## src/rtl/mem_port_arbiter_if.sv

```systemverilog
// mem_port_arbiter_if: bundle of the two requester ports and the RAM port
// of mem_port_arbiter.
//   m0_*  : instruction-fetch requester (read only)
//   m1_*  : load/store requester (read/write)
//   ram_* : single-port RAM access port
//   hold_flag_o : stall request towards the pipeline ctrl block
// Modports:
//   slave  - arbiter view (takes requests, drives grants/responses and RAM)
//   master - environment view (requesters plus RAM model)
interface mem_port_arbiter_if #(
    parameter int WIDTH = 32,
    parameter int SEL_W = 4
);
    logic             m0_req_i;
    logic [WIDTH-1:0] m0_addr_i;
    logic             m0_gnt_o;
    logic             m0_rvalid_o;
    logic [WIDTH-1:0] m0_rdata_o;

    logic             m1_req_i;
    logic             m1_we_i;
    logic [WIDTH-1:0] m1_addr_i;
    logic [WIDTH-1:0] m1_wdata_i;
    logic [SEL_W-1:0] m1_sel_i;
    logic             m1_gnt_o;
    logic             m1_rvalid_o;
    logic [WIDTH-1:0] m1_rdata_o;

    logic             ram_req_o;
    logic             ram_we_o;
    logic [WIDTH-1:0] ram_addr_o;
    logic [WIDTH-1:0] ram_wdata_o;
    logic [SEL_W-1:0] ram_sel_o;
    logic             ram_ready_i;
    logic [WIDTH-1:0] ram_rdata_i;

    logic             hold_flag_o;

    modport slave (
        input  m0_req_i, m0_addr_i,
        output m0_gnt_o, m0_rvalid_o, m0_rdata_o,
        input  m1_req_i, m1_we_i, m1_addr_i, m1_wdata_i, m1_sel_i,
        output m1_gnt_o, m1_rvalid_o, m1_rdata_o,
        output ram_req_o, ram_we_o, ram_addr_o, ram_wdata_o, ram_sel_o,
        input  ram_ready_i, ram_rdata_i,
        output hold_flag_o
    );

    modport master (
        output m0_req_i, m0_addr_i,
        input  m0_gnt_o, m0_rvalid_o, m0_rdata_o,
        output m1_req_i, m1_we_i, m1_addr_i, m1_wdata_i, m1_sel_i,
        input  m1_gnt_o, m1_rvalid_o, m1_rdata_o,
        input  ram_req_o, ram_we_o, ram_addr_o, ram_wdata_o, ram_sel_o,
        output ram_ready_i, ram_rdata_i,
        input  hold_flag_o
    );
endinterface

```

## src/rtl/mem_port_arbiter.sv

```systemverilog
// mem_port_arbiter: shares one single-port RAM between the instruction
// fetch path (master 0, read only) and the load/store path (master 1).
// One access is granted per cycle; read data returns one cycle after the
// grant and is steered to its owner via rvalid. hold_flag_o stalls the
// pipeline while a fetch request is waiting.
// Ports:
//   clk - rising-edge clock
//   rst - synchronous active-high reset
//   bus - mem_port_arbiter_if.slave (requesters, RAM port, hold flag)
// Build option:
//   ARB_ROUND_ROBIN_EN - when defined, contention is resolved round-robin
//   (master 0 wins the first contention); otherwise master 1 always wins.
module mem_port_arbiter #(
    parameter int WIDTH = 32,
    parameter int SEL_W = 4
) (
    input logic                clk,
    input logic                rst,
    mem_port_arbiter_if.slave  bus
);

    typedef enum logic {IDLE, RESP} state_t;

    state_t state_q, state_d;
    logic   owner_q, owner_d;
    logic   winner;          // 1 = master 1, 0 = master 0
    logic   gnt0, gnt1;
    logic   rd_gnt;

`ifdef ARB_ROUND_ROBIN_EN
    logic last_gnt_q;        // master granted most recently

    always_comb begin
        if (bus.m0_req_i && bus.m1_req_i) begin
            winner = ~last_gnt_q;
        end else begin
            winner = bus.m1_req_i;
        end
    end

    always_ff @(posedge clk) begin
        if (rst) begin
            last_gnt_q <= 1'b1;
        end else if (gnt0 || gnt1) begin
            last_gnt_q <= gnt1;
        end
    end
`else
    always_comb begin
        winner = bus.m1_req_i;
    end
`endif

    // Grants are suppressed during reset so nothing is launched that the
    // reset response state would then lose.
    always_comb begin
        gnt0 = ~rst & bus.m0_req_i & ~winner & bus.ram_ready_i;
        gnt1 = ~rst & bus.m1_req_i &  winner & bus.ram_ready_i;
        rd_gnt = gnt0 | (gnt1 & ~bus.m1_we_i);
    end

    assign bus.m0_gnt_o    = gnt0;
    assign bus.m1_gnt_o    = gnt1;
    assign bus.ram_req_o   = gnt0 | gnt1;
    assign bus.hold_flag_o = ~rst & bus.m0_req_i & ~gnt0;

    always_comb begin
        bus.ram_we_o    = 1'b0;
        bus.ram_addr_o  = '0;
        bus.ram_wdata_o = '0;
        bus.ram_sel_o   = '0;
        if (gnt1) begin
            bus.ram_we_o    = bus.m1_we_i;
            bus.ram_addr_o  = bus.m1_addr_i;
            bus.ram_wdata_o = bus.m1_wdata_i;
            bus.ram_sel_o   = bus.m1_sel_i;
        end else if (gnt0) begin
            bus.ram_addr_o  = bus.m0_addr_i;
        end
    end

    always_ff @(posedge clk) begin
        if (rst) begin
            state_q <= IDLE;
            owner_q <= 1'b0;
        end else begin
            state_q <= state_d;
            owner_q <= owner_d;
        end
    end

    always_comb begin
        state_d = IDLE;
        owner_d = owner_q;
        case (state_q)
            IDLE: begin
                if (rd_gnt) begin
                    state_d = RESP;
                    owner_d = gnt1;
                end
            end
            RESP: begin
                // A read granted during the response cycle keeps the
                // pipeline full; otherwise the response simply ends.
                if (rd_gnt) begin
                    state_d = RESP;
                    owner_d = gnt1;
                end
            end
            default: state_d = IDLE;
        endcase
    end

    assign bus.m0_rvalid_o = (state_q == RESP) & ~owner_q;
    assign bus.m1_rvalid_o = (state_q == RESP) &  owner_q;
    assign bus.m0_rdata_o  = bus.ram_rdata_i;
    assign bus.m1_rdata_o  = bus.ram_rdata_i;

endmodule

```

## src/flat_wrapper.sv

```systemverilog
// flat-port wrapper written by rule: the top's interface ports become plain ports
module mem_port_arbiter_flat 
#(
    parameter int WIDTH = 32,
    parameter int SEL_W = 4
)
  (clk, rst, bus_m0_req_i, bus_m0_addr_i, bus_m0_gnt_o, bus_m0_rvalid_o, bus_m0_rdata_o, bus_m1_req_i, bus_m1_we_i, bus_m1_addr_i, bus_m1_wdata_i, bus_m1_sel_i, bus_m1_gnt_o, bus_m1_rvalid_o, bus_m1_rdata_o, bus_ram_req_o, bus_ram_we_o, bus_ram_addr_o, bus_ram_wdata_o, bus_ram_sel_o, bus_ram_ready_i, bus_ram_rdata_i, bus_hold_flag_o);
  mem_port_arbiter_if #(.WIDTH(WIDTH), .SEL_W(SEL_W)) bus_i ();
  input logic clk;
  input logic rst;
  input wire logic [$bits(bus_i.m0_req_i)-1:0] bus_m0_req_i;
  input wire logic [$bits(bus_i.m0_addr_i)-1:0] bus_m0_addr_i;
  output wire logic [$bits(bus_i.m0_gnt_o)-1:0] bus_m0_gnt_o;
  output wire logic [$bits(bus_i.m0_rvalid_o)-1:0] bus_m0_rvalid_o;
  output wire logic [$bits(bus_i.m0_rdata_o)-1:0] bus_m0_rdata_o;
  input wire logic [$bits(bus_i.m1_req_i)-1:0] bus_m1_req_i;
  input wire logic [$bits(bus_i.m1_we_i)-1:0] bus_m1_we_i;
  input wire logic [$bits(bus_i.m1_addr_i)-1:0] bus_m1_addr_i;
  input wire logic [$bits(bus_i.m1_wdata_i)-1:0] bus_m1_wdata_i;
  input wire logic [$bits(bus_i.m1_sel_i)-1:0] bus_m1_sel_i;
  output wire logic [$bits(bus_i.m1_gnt_o)-1:0] bus_m1_gnt_o;
  output wire logic [$bits(bus_i.m1_rvalid_o)-1:0] bus_m1_rvalid_o;
  output wire logic [$bits(bus_i.m1_rdata_o)-1:0] bus_m1_rdata_o;
  output wire logic [$bits(bus_i.ram_req_o)-1:0] bus_ram_req_o;
  output wire logic [$bits(bus_i.ram_we_o)-1:0] bus_ram_we_o;
  output wire logic [$bits(bus_i.ram_addr_o)-1:0] bus_ram_addr_o;
  output wire logic [$bits(bus_i.ram_wdata_o)-1:0] bus_ram_wdata_o;
  output wire logic [$bits(bus_i.ram_sel_o)-1:0] bus_ram_sel_o;
  input wire logic [$bits(bus_i.ram_ready_i)-1:0] bus_ram_ready_i;
  input wire logic [$bits(bus_i.ram_rdata_i)-1:0] bus_ram_rdata_i;
  output wire logic [$bits(bus_i.hold_flag_o)-1:0] bus_hold_flag_o;
  assign bus_i.m0_req_i = bus_m0_req_i;
  assign bus_i.m0_addr_i = bus_m0_addr_i;
  assign bus_m0_gnt_o = bus_i.m0_gnt_o;
  assign bus_m0_rvalid_o = bus_i.m0_rvalid_o;
  assign bus_m0_rdata_o = bus_i.m0_rdata_o;
  assign bus_i.m1_req_i = bus_m1_req_i;
  assign bus_i.m1_we_i = bus_m1_we_i;
  assign bus_i.m1_addr_i = bus_m1_addr_i;
  assign bus_i.m1_wdata_i = bus_m1_wdata_i;
  assign bus_i.m1_sel_i = bus_m1_sel_i;
  assign bus_m1_gnt_o = bus_i.m1_gnt_o;
  assign bus_m1_rvalid_o = bus_i.m1_rvalid_o;
  assign bus_m1_rdata_o = bus_i.m1_rdata_o;
  assign bus_ram_req_o = bus_i.ram_req_o;
  assign bus_ram_we_o = bus_i.ram_we_o;
  assign bus_ram_addr_o = bus_i.ram_addr_o;
  assign bus_ram_wdata_o = bus_i.ram_wdata_o;
  assign bus_ram_sel_o = bus_i.ram_sel_o;
  assign bus_i.ram_ready_i = bus_ram_ready_i;
  assign bus_i.ram_rdata_i = bus_ram_rdata_i;
  assign bus_hold_flag_o = bus_i.hold_flag_o;
  mem_port_arbiter #(.WIDTH(WIDTH), .SEL_W(SEL_W)) u_core (.clk(clk), .rst(rst), .bus(bus_i));
endmodule
```

## config.mk

```make
export PLATFORM = sky130hd
export DESIGN_NAME = mem_port_arbiter_flat
export DESIGN_NICKNAME = d
export VERILOG_FILES = /design/src/rtl/mem_port_arbiter_if.sv /design/src/rtl/mem_port_arbiter.sv /design/src/flat_wrapper.sv
export SDC_FILE = /design/constraint.sdc
export NUM_CORES = 1
export LEC_CHECK = 0
export ABC_AREA = 1
export CAP_MARGIN = 5
export CORE_AREA = 2 2 108 110
export DETAILED_ROUTE_END_ITERATION = 8
export DIE_AREA = 0 0 110 112
export PLACE_DENSITY = 0.54
export SETUP_SLACK_MARGIN = 0.1
export SLEW_MARGIN = 25
export SYNTH_ARGS = -nofsm -noshare
export SYNTH_HDL_FRONTEND = slang
export SYNTH_SLANG_ARGS = --single-unit
```

## constraint.sdc

```tcl
create_clock -name clk -period 0.8 [get_ports clk]
set_input_delay 0.08 -clock clk [delete_from_list [all_inputs] [get_ports clk]]
set_output_delay 0.08 -clock clk [all_outputs]
set_load 0.005 [all_outputs]
```

==> impl_summary.log <==
INFO  metric dieWidth = 110 um
INFO  metric actual_transition_at_the_worst_max_transition_pin = 0.215 ns
INFO  metric worstPathArrival = 1.07 ns
INFO  metric floorplan.core_area = 11200 um2
INFO  metric unrepaired_setup_endpoints_after_global_routing = yes
INFO  metric layout.core_utilization = 34.0%
INFO  metric numPortBuffers = 180
INFO  metric worst_ep_required_time = 0.72 ns
INFO  metric power.share.clock = 32.6%
INFO  metric gate_count_of_the_mapped_netlist = 267
INFO  metric drt.antenna.violating_nets = 0
INFO  metric worstPathMaxFanout = 6
INFO  metric cp_common_cell = sky130_fd_sc_hd__buf_12
INFO  metric effective_utilization_at_floorplan = 12.2%
INFO  metric place_congestion = 0.782
INFO  metric timing.final.ws_setup = -0.354 ns
INFO  metric per_cell_routed_wire_length = 13.7 um
INFO  metric number_of_global_route_vias_before_repair = 2004
INFO  metric cts_made_buffers = 3
INFO  metric layout_min_cycle_time = 1.15 ns
INFO  metric postSynthNetCount = 405
INFO  metric die_area = 12300 um2
INFO  metric grt_use_total = 11.4%
INFO  metric worst_vdd_ir = 0.00106 V
INFO  metric wirelength = 7850 um
INFO  metric setup-violations-final = 76
INFO  metric slew_headroom = 85.7%
INFO  metric antenna-diode-count = 0
INFO  metric first_iter_violations = 27
INFO  metric slowest_delay = 0.20 ns
INFO  metric maximum_achievable_frequency = 867 MHz
INFO  metric layout.cell_area.non_filler = 3800 um2
INFO  metric final_cell_count_no_fill = 574
INFO  metric die-height = 112 um
INFO  metric ys_types = 15
INFO  metric number_of_core_rows = 39
INFO  metric first_pass_grt_wire_length = 10700 um
INFO  metric timing_max_transition_violations_final = 0
INFO  metric cts.path.max_buffers = 2
INFO  metric route.detailed.vias_per_inst = 3.58
INFO  metric synth_seq_cells = 2
INFO  metric cell_area_placed = 3160 um2
INFO  metric yosys_warnings = 0
INFO  metric cts_tree = yes
INFO  metric critical_path_class = input port to output pin
INFO  metric critical_path.cell_chain = buf_12, inv_8, nor2_4, nand3_4, buf_12, buf_6, o21ai_2, buf_2
INFO  metric insertion_delay_to_the_later_sink_of_the_worst_skew_pair = 0.22 ns
INFO  metric power.density = 602 nW/um2
INFO  metric fin_worst_skew = 0 ns
INFO  metric netSwitchingFraction = 27.5%
INFO  metric antenna_found_initial = 0
INFO  metric leakagePower = 1.99 nW
INFO  metric post-route-drc-count = 0
INFO  metric fin_crit_sh = 144%
INFO  metric critical_path.endpoint_type = output pin
INFO  metric internal-power = 1.66 mW
INFO  metric grt_overflow = 0
INFO  metric hold_ws = 0.160 ns
INFO  metric run_status = complete, but fails checks
INFO  metric worst_path_max_delay_cell = sky130_fd_sc_hd__buf_12
INFO  metric clkSinkCount = 2
INFO  metric postCtsHoldBufs = 0
INFO  metric critPathLaunchType = input port
INFO  metric maxCapViolations = 0
INFO  metric ioPinCount = 277
INFO  metric totalPowerFinal = 2.29 mW
INFO  metric hp_class = input port to output pin
INFO  metric clock-root-buffer = sky130_fd_sc_hd__clkbuf_16
INFO  metric placed_cells_incl_taps = 527
INFO  metric syn_to_final_growth = 179%
INFO  metric synth_seq_area_share = 2.94%
INFO  metric layout-drive-gt1-share = 52.4%
INFO  metric htreeDepth = 1
INFO  metric synth.avg_cell_area = 5.10 um2
INFO  metric p_comb_share = 62.6%
INFO  metric post_synth_instance_area = 1360 um2
INFO  metric power_switching = 0.628 mW
INFO  metric fin_nets = 571
INFO  metric share_seq_of_total_power = 4.8%
INFO  metric via_count = 2055
INFO  metric grt_start_max_net_pins = 18
INFO  metric first_pass_iteration_count_of_the_detailed_router = 4
INFO  metric dp_hpwl = 5400 um
INFO  metric failed_checks = negative setup slack
INFO  metric timing.final.hold_violations = 0
==> stage by stage <==
stage          setup TNS, ns  setup slack (ns)
4_1_cts               -19.74            -0.457
3_5_place_dp          -80.13             -1.17
3_3_place_gp          -80.97             -1.19
5_1_grt               -25.36            -0.416
2_1_floorplan              0            0.0268
6_report              -21.65            -0.354
==> cell usage in the layout (no fill, tap or decap), types with 2 or more instances in the layout <==
cell | netlist | routed
sky130_fd_sc_hd__buf_6 | 3 | 33
sky130_fd_sc_hd__nor2_1 | 40 | 4
sky130_fd_sc_hd__o21ai_1 | 3 | 5
sky130_fd_sc_hd__clkbuf_16 | 0 | 4
sky130_fd_sc_hd__buf_2 | 4 | 69
sky130_fd_sc_hd__inv_1 | 76 | 71
sky130_fd_sc_hd__buf_8 | 0 | 5
sky130_fd_sc_hd__o21ai_2 | 0 | 27
sky130_fd_sc_hd__nand2_4 | 0 | 3
sky130_fd_sc_hd__nand2_2 | 0 | 10
sky130_fd_sc_hd__dlygate4sd2_1 | 0 | 2
sky130_fd_sc_hd__dfxtp_2 | 0 | 2
sky130_fd_sc_hd__clkdlybuf4s50_1 | 0 | 99
sky130_fd_sc_hd__nor2_2 | 0 | 11
sky130_fd_sc_hd__nand2_1 | 38 | 24
sky130_fd_sc_hd__nor2_4 | 1 | 26
sky130_fd_sc_hd__buf_12 | 0 | 11
sky130_fd_sc_hd__buf_16 | 0 | 7
sky130_fd_sc_hd__inv_2 | 1 | 3
sky130_fd_sc_hd__buf_4 | 64 | 8
==> power by group through the flow <==
stage               combinational [mW]  clock, mW  sequential, mW
floorplan                        0.592          0           0.108
finish                            1.43      0.745           0.109
global route                      1.54      0.776           0.110
global placement                  1.17          0           0.108
CTS                               1.35      0.757           0.108
detailed placement                1.18          0           0.108
==> cell type report <==
type	count	area [um2]
well taps	143	179
repair buffers	235	2300
flip-flops and latches	2	42.5
clock buffers	3	75.1
inverters	77	318
fillers	1210	7370
multi-input cells	114	890
==> what timing repair did <==
item,4_1_cts,5_1_grt
gates cloned,9,1
resized for setup,385,72
endpoints found under the setup margin,77,76
pin swaps,11,14
buffers inserted,34,4
==> path summary, 6_finish.rpt <==
check | cells past startpoint | end | startpoint | slack, ns
setup / recovery | 8 | bus_ram_addr_o[23] | bus_ram_ready_i | -0.35
setup reg to reg | 2 | u_core.owner_q$_SDFFE_PP0P_ | u_core.owner_q$_SDFFE_PP0P_ | 0.22
hold reg to reg | 2 | u_core.owner_q$_SDFFE_PP0P_ | u_core.owner_q$_SDFFE_PP0P_ | 0.48
hold / removal | 0 | bus_m0_rdata_o[18] | bus_ram_rdata_i[18] | 0.16
==> cells by family (layout without fill, tap and decap cells) <==
group / after synthesis / count (layout) / synth area share, %
buffers and inverters: 151 / 315 / 61.3
AOI/OAI and AO/OA: 34 / 34 / 12.7
and+or+nand+nor: 80 / 80 / 23.1
DFF: 2 / 2 / 2.94
==> cell usage after synthesis <==
| library cell | n | area share, % |
|---|---|---|
| sky130_fd_sc_hd__inv_1 | 76 | 21 |
| sky130_fd_sc_hd__buf_4 | 64 | 35 |
| sky130_fd_sc_hd__nor2_1 | 40 | 11 |
| sky130_fd_sc_hd__nand2_1 | 38 | 10 |
| sky130_fd_sc_hd__o21ai_0 | 29 | 11 |
| sky130_fd_sc_hd__buf_2 | 4 | 1.5 |
| sky130_fd_sc_hd__buf_6 | 3 | 2.5 |
| sky130_fd_sc_hd__clkbuf_1 | 3 | 0.83 |
| sky130_fd_sc_hd__o21ai_1 | 3 | 1.1 |
| sky130_fd_sc_hd__dfxtp_1 | 2 | 2.9 |
| sky130_fd_sc_hd__a21oi_1 | 1 | 0.37 |
| sky130_fd_sc_hd__inv_2 | 1 | 0.28 |
| sky130_fd_sc_hd__nand3_2 | 1 | 0.74 |
| sky130_fd_sc_hd__nor2_4 | 1 | 0.83 |
| sky130_fd_sc_hd__o21bai_1 | 1 | 0.55 |
==> sequential cells by signal, summed over array words and instances (netlist names) <==
register and cells:
u_core.state_q 1, u_core.owner_q 1
==> critical path: cells and delay by family <==
| kind | cells | cell delay (ns) |
|---|---|---|
| buffers and inverters | 5 | 0.57 |
| and+or+nand+nor | 2 | 0.30 |
| AOI/OAI and AO/OA | 1 | 0.11 |
==> metal layers <==
layer | vias to the layer above | GRT usage [%] | routed length (um)
li1 | 1019 | - | -
met1 | 879 | 11.3 | 2500
met2 | 138 | 21.8 | 4170
met3 | 19 | 3.98 | 1010
met4 | 0 | 3.38 | 176
met5 | - | 0 | 0
(Power assumes the default switching activity.)
